[src/rtl/cordic_pkg.sv]
// Shared definitions for the CORDIC vectoring engine.
//   state_t   : controller states
//   ANGLE_180 : half-turn in 16-bit binary angle units
//   atan_lut  : atan(2^-i) in 16-bit binary angle units (2^16 = 360 deg)
package cordic_pkg;

  typedef enum logic [2:0] {
    IDLE,
    LOAD_X,
    LOAD_Y,
    PRE,
    ITER,
    DONE
  } state_t;

  localparam logic [15:0] ANGLE_180 = 16'h8000;

  function automatic logic [15:0] atan_lut(input logic [3:0] idx);
    logic [15:0] a;
    case (idx)
      4'd0:    a = 16'h2000;
      4'd1:    a = 16'h12E4;
      4'd2:    a = 16'h09FB;
      4'd3:    a = 16'h0511;
      4'd4:    a = 16'h028B;
      4'd5:    a = 16'h0146;
      4'd6:    a = 16'h00A3;
      4'd7:    a = 16'h0051;
      4'd8:    a = 16'h0029;
      4'd9:    a = 16'h0014;
      4'd10:   a = 16'h000A;
      4'd11:   a = 16'h0005;
      4'd12:   a = 16'h0003;
      4'd13:   a = 16'h0001;
      default: a = 16'h0000;
    endcase
    return a;
  endfunction

endpackage

[src/rtl/cordic_vec_stage.sv]
// Combinational CORDIC vectoring micro-rotation.
// Ports:
//   x_in, y_in   : current vector, signed WORD_WIDTH+2
//   z_in         : accumulated binary angle, WORD_WIDTH bits (wraps)
//   iter         : micro-rotation index i (shift amount and ATAN index)
//   x_out, y_out : rotated vector
//   z_out        : updated angle
module cordic_vec_stage
  import cordic_pkg::*;
#(
  parameter int WORD_WIDTH = 16
) (
  input  logic signed [WORD_WIDTH+1:0] x_in,
  input  logic signed [WORD_WIDTH+1:0] y_in,
  input  logic        [WORD_WIDTH-1:0] z_in,
  input  logic        [3:0]            iter,
  output logic signed [WORD_WIDTH+1:0] x_out,
  output logic signed [WORD_WIDTH+1:0] y_out,
  output logic        [WORD_WIDTH-1:0] z_out
);

  logic signed [WORD_WIDTH+1:0] x_sh;
  logic signed [WORD_WIDTH+1:0] y_sh;
  logic        [WORD_WIDTH-1:0] atan_w;

  always_comb begin
    x_sh   = x_in >>> iter;
    y_sh   = y_in >>> iter;
    // Rescale the 16-bit table to the angle width: keep its top WORD_WIDTH bits.
    atan_w = WORD_WIDTH'({atan_lut(iter), 16'h0000} >> (32 - WORD_WIDTH));
    // Rotate toward y = 0; both updates use the pre-rotation x and y.
    if (!y_in[WORD_WIDTH+1]) begin
      x_out = x_in + y_sh;
      y_out = y_in - x_sh;
      z_out = z_in + atan_w;
    end else begin
      x_out = x_in - y_sh;
      y_out = y_in + x_sh;
      z_out = z_in - atan_w;
    end
  end

endmodule

[src/rtl/cordic_vec_engine.sv]
// Iterative CORDIC vectoring engine.
// Fetches x then y from an upstream 4:1 mux, rotates the vector onto the
// +x axis and reports magnitude (times CORDIC gain K) and atan2(y, x).
// Ports:
//   clk, rst : clock, synchronous active-high reset
//   start    : begin a conversion (only honoured while idle)
//   mux_out  : signed operand from the mux
//   sel      : mux select (X_SEL while fetching x, Y_SEL while fetching y)
//   busy     : high whenever not idle
//   done     : one-cycle pulse when mag/angle are updated
//   mag      : unsigned magnitude * K, WORD_WIDTH+1 bits
//   angle    : binary angle, 2^WORD_WIDTH = 360 deg
module cordic_vec_engine
  import cordic_pkg::*;
#(
  parameter int         WORD_WIDTH = 16,
  parameter int         ITERATIONS = 14,
  parameter logic [1:0] X_SEL      = 2'd0,
  parameter logic [1:0] Y_SEL      = 2'd1
) (
  input  logic                         clk,
  input  logic                         rst,
  input  logic                         start,
  input  logic signed [WORD_WIDTH-1:0] mux_out,
  output logic        [1:0]            sel,
  output logic                         busy,
  output logic                         done,
  output logic        [WORD_WIDTH:0]   mag,
  output logic        [WORD_WIDTH-1:0] angle
);

  localparam int              XW    = WORD_WIDTH + 2;
  localparam logic [3:0]      LAST  = 4'(ITERATIONS - 1);
  localparam logic [WORD_WIDTH-1:0] Z_180 =
    WORD_WIDTH'({ANGLE_180, 16'h0000} >> (32 - WORD_WIDTH));

  state_t                 state;
  logic signed [XW-1:0]   x;
  logic signed [XW-1:0]   y;
  logic [WORD_WIDTH-1:0]  z;
  logic [3:0]             iter;

  logic signed [XW-1:0]   x_nx;
  logic signed [XW-1:0]   y_nx;
  logic [WORD_WIDTH-1:0]  z_nx;

  cordic_vec_stage #(
    .WORD_WIDTH (WORD_WIDTH)
  ) u_stage (
    .x_in  (x),
    .y_in  (y),
    .z_in  (z),
    .iter  (iter),
    .x_out (x_nx),
    .y_out (y_nx),
    .z_out (z_nx)
  );

  always_ff @(posedge clk) begin
    if (rst) begin
      state <= IDLE;
      sel   <= 2'd0;
      busy  <= 1'b0;
      done  <= 1'b0;
      mag   <= '0;
      angle <= '0;
      x     <= '0;
      y     <= '0;
      z     <= '0;
      iter  <= '0;
    end else begin
      case (state)
        IDLE: begin
          if (start) begin
            state <= LOAD_X;
            sel   <= X_SEL;
            busy  <= 1'b1;
          end
        end
        LOAD_X: begin
          x     <= {{2{mux_out[WORD_WIDTH-1]}}, mux_out};
          sel   <= Y_SEL;
          state <= LOAD_Y;
        end
        LOAD_Y: begin
          y     <= {{2{mux_out[WORD_WIDTH-1]}}, mux_out};
          sel   <= 2'd0;
          state <= PRE;
        end
        PRE: begin
          // Fold left half-plane into the right half-plane by a 180 deg turn;
          // the two guard bits make -(-2^(W-1)) representable.
          if (x[XW-1]) begin
            x <= -x;
            y <= -y;
            z <= Z_180;
          end else begin
            z <= '0;
          end
          iter  <= '0;
          state <= ITER;
        end
        ITER: begin
          x    <= x_nx;
          y    <= y_nx;
          z    <= z_nx;
          iter <= iter + 4'd1;
          if (iter == LAST) begin
            state <= DONE;
            done  <= 1'b1;
            mag   <= x_nx[WORD_WIDTH:0];
            angle <= z_nx;
          end
        end
        DONE: begin
          done  <= 1'b0;
          busy  <= 1'b0;
          state <= IDLE;
        end
        default: begin
          state <= IDLE;
          sel   <= 2'd0;
          busy  <= 1'b0;
          done  <= 1'b0;
        end
      endcase
    end
  end

endmodule

[config.mk]
export PLATFORM = sky130hd
export DESIGN_NAME = cordic_vec_engine
export DESIGN_NICKNAME = d
export VERILOG_FILES = /design/src/rtl/cordic_pkg.sv /design/src/rtl/cordic_vec_stage.sv /design/src/rtl/cordic_vec_engine.sv
export SDC_FILE = /design/constraint.sdc
export NUM_CORES = 1
export LEC_CHECK = 0
export ABC_AREA = 1
export ABC_CLOCK_PERIOD_IN_PS = 4100
export BUFFER_PORTS_ARGS = -buffer_cell sky130_fd_sc_hd__buf_2
export CORE_MARGIN = 2
export CORE_UTILIZATION = 35
export CTS_BUF_LIST = sky130_fd_sc_hd__clkbuf_4 sky130_fd_sc_hd__clkbuf_8 sky130_fd_sc_hd__clkbuf_16
export DETAILED_ROUTE_END_ITERATION = 8
export PLACE_DENSITY = 0.6
export SYNTH_ARGS = -nofsm -noshare
export SYNTH_HDL_FRONTEND = slang
export SYNTH_SLANG_ARGS = --single-unit
[constraint.sdc]
create_clock -name clk -period 4.1 [get_ports clk]
set_clock_uncertainty 0.15 [all_clocks]
set_input_delay 0.82 -clock clk [delete_from_list [all_inputs] [get_ports clk]]
set_output_delay 0.82 -clock clk [all_outputs]
set_load 0.02 [all_outputs]
==> results of run 1 <==
-- what timing repair did --
action / 4_1_cts / 5_1_grt
resized for setup: 2 / 33
setup endpoints to repair: 1 / 25
setup buffers: 0 / 8
pin swaps: 0 / 8
endpoints found under the hold margin: 0 / 0
-- cells by family (layout without fill, tap and decap cells) --
| kind of cell | count (synthesis) | count (layout) | synth area share |
|---|---|---|---|
| flops | 109 | 109 | 0.215 |
| other cells | 1 | 1 | 0.000370 |
| xor+xnor | 56 | 56 | 0.0484 |
| mux | 1 | 1 | 0.000988 |
| compound gates | 344 | 344 | 0.189 |
| fa+ha+maj | 64 | 64 | 0.0813 |
| buf+inv | 241 | 308 | 0.0975 |
| simple gates | 823 | 823 | 0.367 |
-- cell type report --
class | instances | area [um2] | share of cell area
timing repair buffer | 122 | 888 | 0.0768
clock inverter | 7 | 82.6 | 0.00714
multi-input combinational | 1289 | 7070 | 0.611
inverter | 170 | 638 | 0.0552
tap | 384 | 480 | 0.0415
sequential | 109 | 2180 | 0.189
clock buffer | 9 | 225 | 0.0195
-- metrics by stage --
step / hold slack, ns / power (uW) / worst slack (ns) / instances / area (um2)
floorplan: 0.291 / 3650 / 0.412 / 1639 / 10100
global placement: 0.301 / 4560 / -0.0323 / 2066 / 11100
detailed placement: 0.303 / 4570 / -0.0316 / 2066 / 11100
CTS: 0.315 / 5550 / 0.0465 / 2082 / 11400
global route: 0.335 / 6260 / -0.0316 / 2090 / 11600
finish: 0.313 / 5740 / 0.254 / 2090 / 11600
-- power by group through the flow --
stage	clock [uW]	sequential [uW]	combinational (uW)
3_5_place_dp	0	1260	3310
4_1_cts	972	1230	3340
2_1_floorplan	0	1240	2420
6_report	956	1240	3550
5_1_grt	1010	1250	4000
3_3_place_gp	0	1260	3300
-- state kept, by name, summed over array words and instances (netlist names) --
register and flops:
x 18, angle 16, done 1, u_stage.atan_w 14, z 16, busy 1
y 18, sel 1, mag 17, state 3, iter 4
-- worst max-delay path, cell delays in order (launching register included) --
cell	delay [ns]
dfxtp_2	0.37
inv_2	0.07
buf_12	0.15
nand2_1	0.08
nand3_1	0.10
nand2_1	0.12
nand2_1	0.08
nand2_1	0.12
nand2_1	0.06
nand2_1	0.08
nand2_1	0.09
nor2_4	0.13
buf_4	0.16
a21oi_1	0.08
xor2_1	0.17
ha_1	0.37
nand2_1	0.09
o21ai_0	0.21
a21oi_2	0.08
buf_4	0.15
or2_2	0.26
o311ai_0	0.09
buf_4	0.19
inv_1	0.04
nand3_1	0.07
nand3_1	0.07
a21oi_1	0.14
-- Yosys cell counts, types with 7 or more instances --
library cell / n / share of area
a211oi_1: 7 / 0.0052
a21oi_1: 139 / 0.069
a31oi_1: 14 / 0.0086
a41oi_1: 9 / 0.0078
buf_2: 18 / 0.0089
clkbuf_1: 38 / 0.014
dfxtp_1: 109 / 0.22
ha_1: 61 / 0.075
inv_1: 163 / 0.060
inv_2: 7 / 0.0026
nand2_1: 382 / 0.14
nand2_2: 17 / 0.011
nand3_1: 203 / 0.10
nand3_2: 11 / 0.011
nand3b_1: 8 / 0.0059
nand4_1: 14 / 0.0086
nor2_1: 124 / 0.046
nor3_1: 22 / 0.011
o21ai_0: 124 / 0.061
o21ai_1: 9 / 0.0044
o31ai_1: 7 / 0.0052
or2_2: 24 / 0.015
xnor2_1: 16 / 0.014
xor2_1: 40 / 0.035
-- layer usage --
| metal | global-route usage | part of all wire | vias to the layer above |
|---|---|---|---|
| met4 | 0.0662 | 0.030 | 0 |
| met5 | 0 | 0 | - |
| met2 | 0.363 | 0.46 | 354 |
| met1 | 0.293 | 0.46 | 5128 |
| li1 | - | - | 5639 |
| met3 | 0.0363 | 0.058 | 59 |
-- how the worst min path moves through the flow --
| stage | from | endpoint | slack, ns | cells after the start |
|---|---|---|---|---|
| after floorplan | z[0] | z[0] | 0.29 | 2 |
| after global placement | mag[9] | mag[9] | 0.30 | 2 |
| after detailed placement | mag[11] | mag[11] | 0.30 | 2 |
| after CTS | mag[3] | mag[3] | 0.31 | 2 |
| after global routing | mag[8] | mag[8] | 0.33 | 2 |
| final | mag[3] | mag[3] | 0.31 | 2 |
==> results.ini, run 1 <==
[placed_design]
gp_congestion = 0.901
dp_hpwl_mm = 25.8
io_buffers = 54

[setup_path]
crit_path_end = x[17]
worst-setup-path-type = reg -> reg
r2r_end = x[17]
crit_required_ns = 4.25
endpoint_kind = register
crit_path_max_fanout = 18
reg2reg_depth = 26
cp.arrival_ns = 4.00
start_kind = register
rr_startpoint = iter[0]
r2r_slack_ns = 0.25
crit_start = iter[0]

[timing]
setup_viol = 0
slew_headroom = 0.524
hold_violations = 0
finalCritPeriodShare = 0.938
final_max_slew_viol_count = 0
setup-tns-final_ns = 0
rsz0062_at_grt = yes
fmax_mhz = 260
finalCriticalPeriod_ns = 3.85
tightestPinTransition_ns = 0.713

[power]
switching_share = 0.497
cellLeakagePower_uw = 0.00549
peakVddDrop_uv = 289
power_density_nw_per_um2 = 496
power_frac_seq = 0.215
pwr-share-clk = 0.166
p_int_uw = 2890
switching_power_uw = 2860
pwr-share-comb = 0.618

[die]
die_h_um = 174
start_util = 0.354
die_area_um2 = 30300
io_pins = 56
placeableCoreArea_um2 = 28600
fp-row-count = 62
die_w_um = 174

[yosys]
synth_seq_cells = 109
yosysWarnings = 0
synth_flop_cell = dfxtp_1
netlist_area_um2 = 10100
synth_nets = 1722
synth.distinct_cells = 54
synth_enable_flop_cells = 0
async_flop_share = 0
synth-seq-area-share = 0.215
synth.avg_cell_area_um2 = 6.18
syn_inst = 1639

[layout]
final_core_util = 0.404
n_fill_cell = 3082
layout_common_cells = nand2_1, nand3_1, inv_1
finalNetCount = 1784
final_common_cell = nand2_1
diodes = 0
areaGrowthSynthToFinish_pct = 14.2
drive_gt1_frac = 0.140

[detailed_routing]
drc = 0
wl_mm = 33.8
postRouteAntennaNets = 0
post_drt_wl_per_cell_um = 16.2
viasPerCell = 5.35
via_count = 11180
drt-pass1-iter-count = 7
drt_iter0_drc = 904

[status]
status = finished clean

[clock_tree]
clock_sinks = 109
cts-root-buf = clkbuf_16
cts_tree = done
clock_path_buffers = 2
cts_inserted_buffers = 9
clk_pin_slew_ns = 0.09
cts_hold_buffers = 0
insertion_delay_ns = 0.37
htree_levels = 3

[global_routing]
antenna_found_initial = 0
grt_pass1_wl_mm = 53.8
overflow = 0
track_usage = 0.219
grt_max_degree = 40
first_global_vias = 10422

[run]
cap_violations = 0

[worst_hold_path]
hold_class = reg -> reg

Power figures use the tool's default switching activity.
==> inputs of run 2 (changes only) <==
Settings changed: ABC_CLOCK_PERIOD_IN_PS 4100 to 3100, PLACE_DENSITY 0.6 to 0.61.
Clock period 4.1 ns to 3.1 ns, I/O delays scaled along.
==> run 2 against run 1 <==
  * The run now ends with negative setup slack left
  * Clock-buffer cell count unchanged
  * Cell count up 13%
  * Combinational power rose by 110%
  * Largest cell class unchanged
  * Highest routed layer unchanged
==> results.ini, run 2 (synthesis gave the netlist of run 1 again) <==
[timing]
setup_viol = 39  ; +39
rsz0062_at_grt = yes
hold_violations = 0  ; unchanged
final_max_slew_viol_count = 0  ; unchanged
slew_headroom = 0.566  ; +0.0412
fin_ws_ns = -0.727  ; -0.980 ns
tightestPinTransition_ns = 0.651  ; -0.0617 ns
finalCriticalPeriod_ns = 3.83  ; -0.0196 ns
fmax_mhz = 261  ; +0.51%
finalCritPeriodShare = 1.23  ; +0.296

[power]
cellLeakagePower_uw = 0.00728  ; +33%
peakVddDrop_uv = 323  ; +12%
pwr-share-clk = 0.125  ; -0.041
power_frac_seq = 0.155  ; -0.060
p_total_uw = 10500  ; +83%
pwr-share-comb = 0.720  ; +0.102
power_density_nw_per_um2 = 684  ; +38%
p_int_uw = 5670  ; +96%
switching_power_uw = 4810  ; +69%
switching_share = 0.459  ; -0.0383

[worst_hold_path]
hold_class = reg -> reg
holdPathStages = 2  ; unchanged
holdCritStartpoint = angle[2]
holdPathEnd = angle[2]

[detailed_routing]
drt-pass1-iter-count = 6  ; -1
wl_mm = 39.0  ; +15%
postRouteAntennaNets = 0  ; unchanged
post_drt_wl_per_cell_um = 16.4  ; +1.5%
drt_iter0_drc = 804  ; -11%
drc = 0  ; unchanged
viasPerCell = 5.28  ; -1.2%
via_count = 12520  ; +12%

[clock_tree]
cts_inserted_buffers = 9  ; unchanged
clock_path_buffers = 2  ; unchanged
cts_hold_buffers = 0  ; unchanged
clk_pin_slew_ns = 0.09  ; about the same
clock_sinks = 109  ; unchanged
cts_tree = done
htree_levels = 3  ; unchanged
cts-root-buf = clkbuf_16
insertion_delay_ns = 0.38  ; about the same

[die]
die_w_um = 174  ; unchanged
io_pins = 56  ; unchanged
start_util = 0.354  ; unchanged
die_area_um2 = 30300  ; unchanged
die_h_um = 174  ; unchanged
fp-row-count = 62  ; unchanged
placeableCoreArea_um2 = 28600  ; unchanged

[layout]
final_common_cell = buf_4
finalNetCount = 2064  ; +16%
final_core_util = 0.535  ; +0.131
diodes = 0  ; unchanged
areaGrowthSynthToFinish_pct = 51.3
reg.largest.list = x (18), y (18), mag (17)
drive_gt1_frac = 0.390  ; +0.250
layout_common_cells = buf_4, nand2_1, inv_1

[setup_path]
crit_path_max_fanout = 8  ; -10
cp.arrival_ns = 3.98  ; -0.02 ns
start_kind = register
r2r_end = y[17]
reg2reg_depth = 24  ; -7.7%
crit_required_ns = 3.25  ; -1.00 ns
r2r_slack_ns = -0.73  ; -0.98 ns
rr_startpoint = iter[0]
worst-setup-path-type = reg -> reg
endpoint_kind = register

[placed_design]
io_buffers = 54  ; unchanged
gp_congestion = 0.906  ; +0.57%
post-place-ws_ns = -0.761  ; -0.730 ns
dp_hpwl_mm = 28.4  ; +10%

[status]
status = complete, but fails checks
violations = negative setup slack

[global_routing]
track_usage = 0.240  ; +0.0210
antenna_found_initial = 0  ; unchanged
grt_max_degree = 41  ; +2.5%
overflow = 0  ; unchanged
first_global_vias = 11725  ; +13%
grt_pass1_wl_mm = 59.2  ; +10%

[run]
cap_violations = 0  ; unchanged

run 2: changes by cell type in the layout (fill, tap and decap cells not counted), sizes merged:
cell	delta
buf	+278
inv	+1
clkbuf	+2
clkinv	-1
run 2: through the flow:
step / std cells / hold WS (ns) / cell area [um2] / TNS (ns)
finish: 2370 / 0.311 / 15300 / -17.17
global route: 2370 / 0.339 / 15300 / -25.40
CTS: 2329 / 0.314 / 13900 / -16.66
detailed placement: 2296 / 0.303 / 13100 / -19.09
global placement: 2296 / 0.299 / 13100 / -17.38
floorplan: 1639 / 0.291 / 10400 / -3.74
run 2: power groups by stage:
| stage | Clock [uW] | Combinational, uW | Sequential, uW |
|---|---|---|---|
| 3_5_place_dp | 0 | 6030 | 1630 |
| 2_1_floorplan | 0 | 3450 | 1640 |
| 4_1_cts | 1320 | 6470 | 1600 |
| 6_report | 1310 | 7550 | 1620 |
| 3_3_place_gp | 0 | 5970 | 1630 |
| 5_1_grt | 1370 | 8220 | 1630 |
run 2: critical path: stages, from the launching register on:
cell and delay [ns]:
dfxtp_4 0.41, inv_8 0.06, buf_12 0.14, buf_12 0.14
nand2_4 0.06, nand3_2 0.09, nand3_2 0.08, nand3_2 0.09
nand2_4 0.10, ha_4 0.13, and2_4 0.16, nand3_4 0.09
buf_6 0.14, o31ai_4 0.17, xor2_1 0.22, inv_1 0.10
ha_4 0.30, nand2_1 0.08, nor2_2 0.15, nand2_2 0.08
o211ai_1 0.32, buf_4 0.18, nand3b_1 0.10, nand3_1 0.07
a21oi_1 0.14
run 2: worst max-delay path by stage:
stage,startpoint,end,slack (ns),depth (start not counted)
after CTS,iter[1],y[17],-0.67,24
final,iter[0],y[17],-0.73,24
after global placement,iter[0],mag[15],-0.74,25
after floorplan,iter[0],mag[15],-0.36,26
after global routing,iter[0],y[17],-0.94,26
after detailed placement,iter[0],mag[15],-0.76,25
run 2: repair_timing:
item                                    CTS  global route
endpoints found under the setup margin   51            62
pin swaps                                18            45
resized for setup                        89           258
setup buffers                            16            39
cloned                                    2             4
run 2: layout make-up:
cell class / instances / area (um2)
clock inverter: 7 / 96.3
multi-input combinational: 1289 / 8480
timing repair buffer: 402 / 3200
inverter: 170 / 651
tap: 384 / 480
clock buffer: 9 / 225
fill: 2718 / 13300
sequential: 109 / 2190
run 2: layer usage:
layer	up-vias	part of all wire	track usage
li1	6195	-	-
met3	77	0.043	0.0230
met1	5895	0.45	0.323
met5	-	0	0
met2	353	0.47	0.402
met4	0	0.036	0.0854
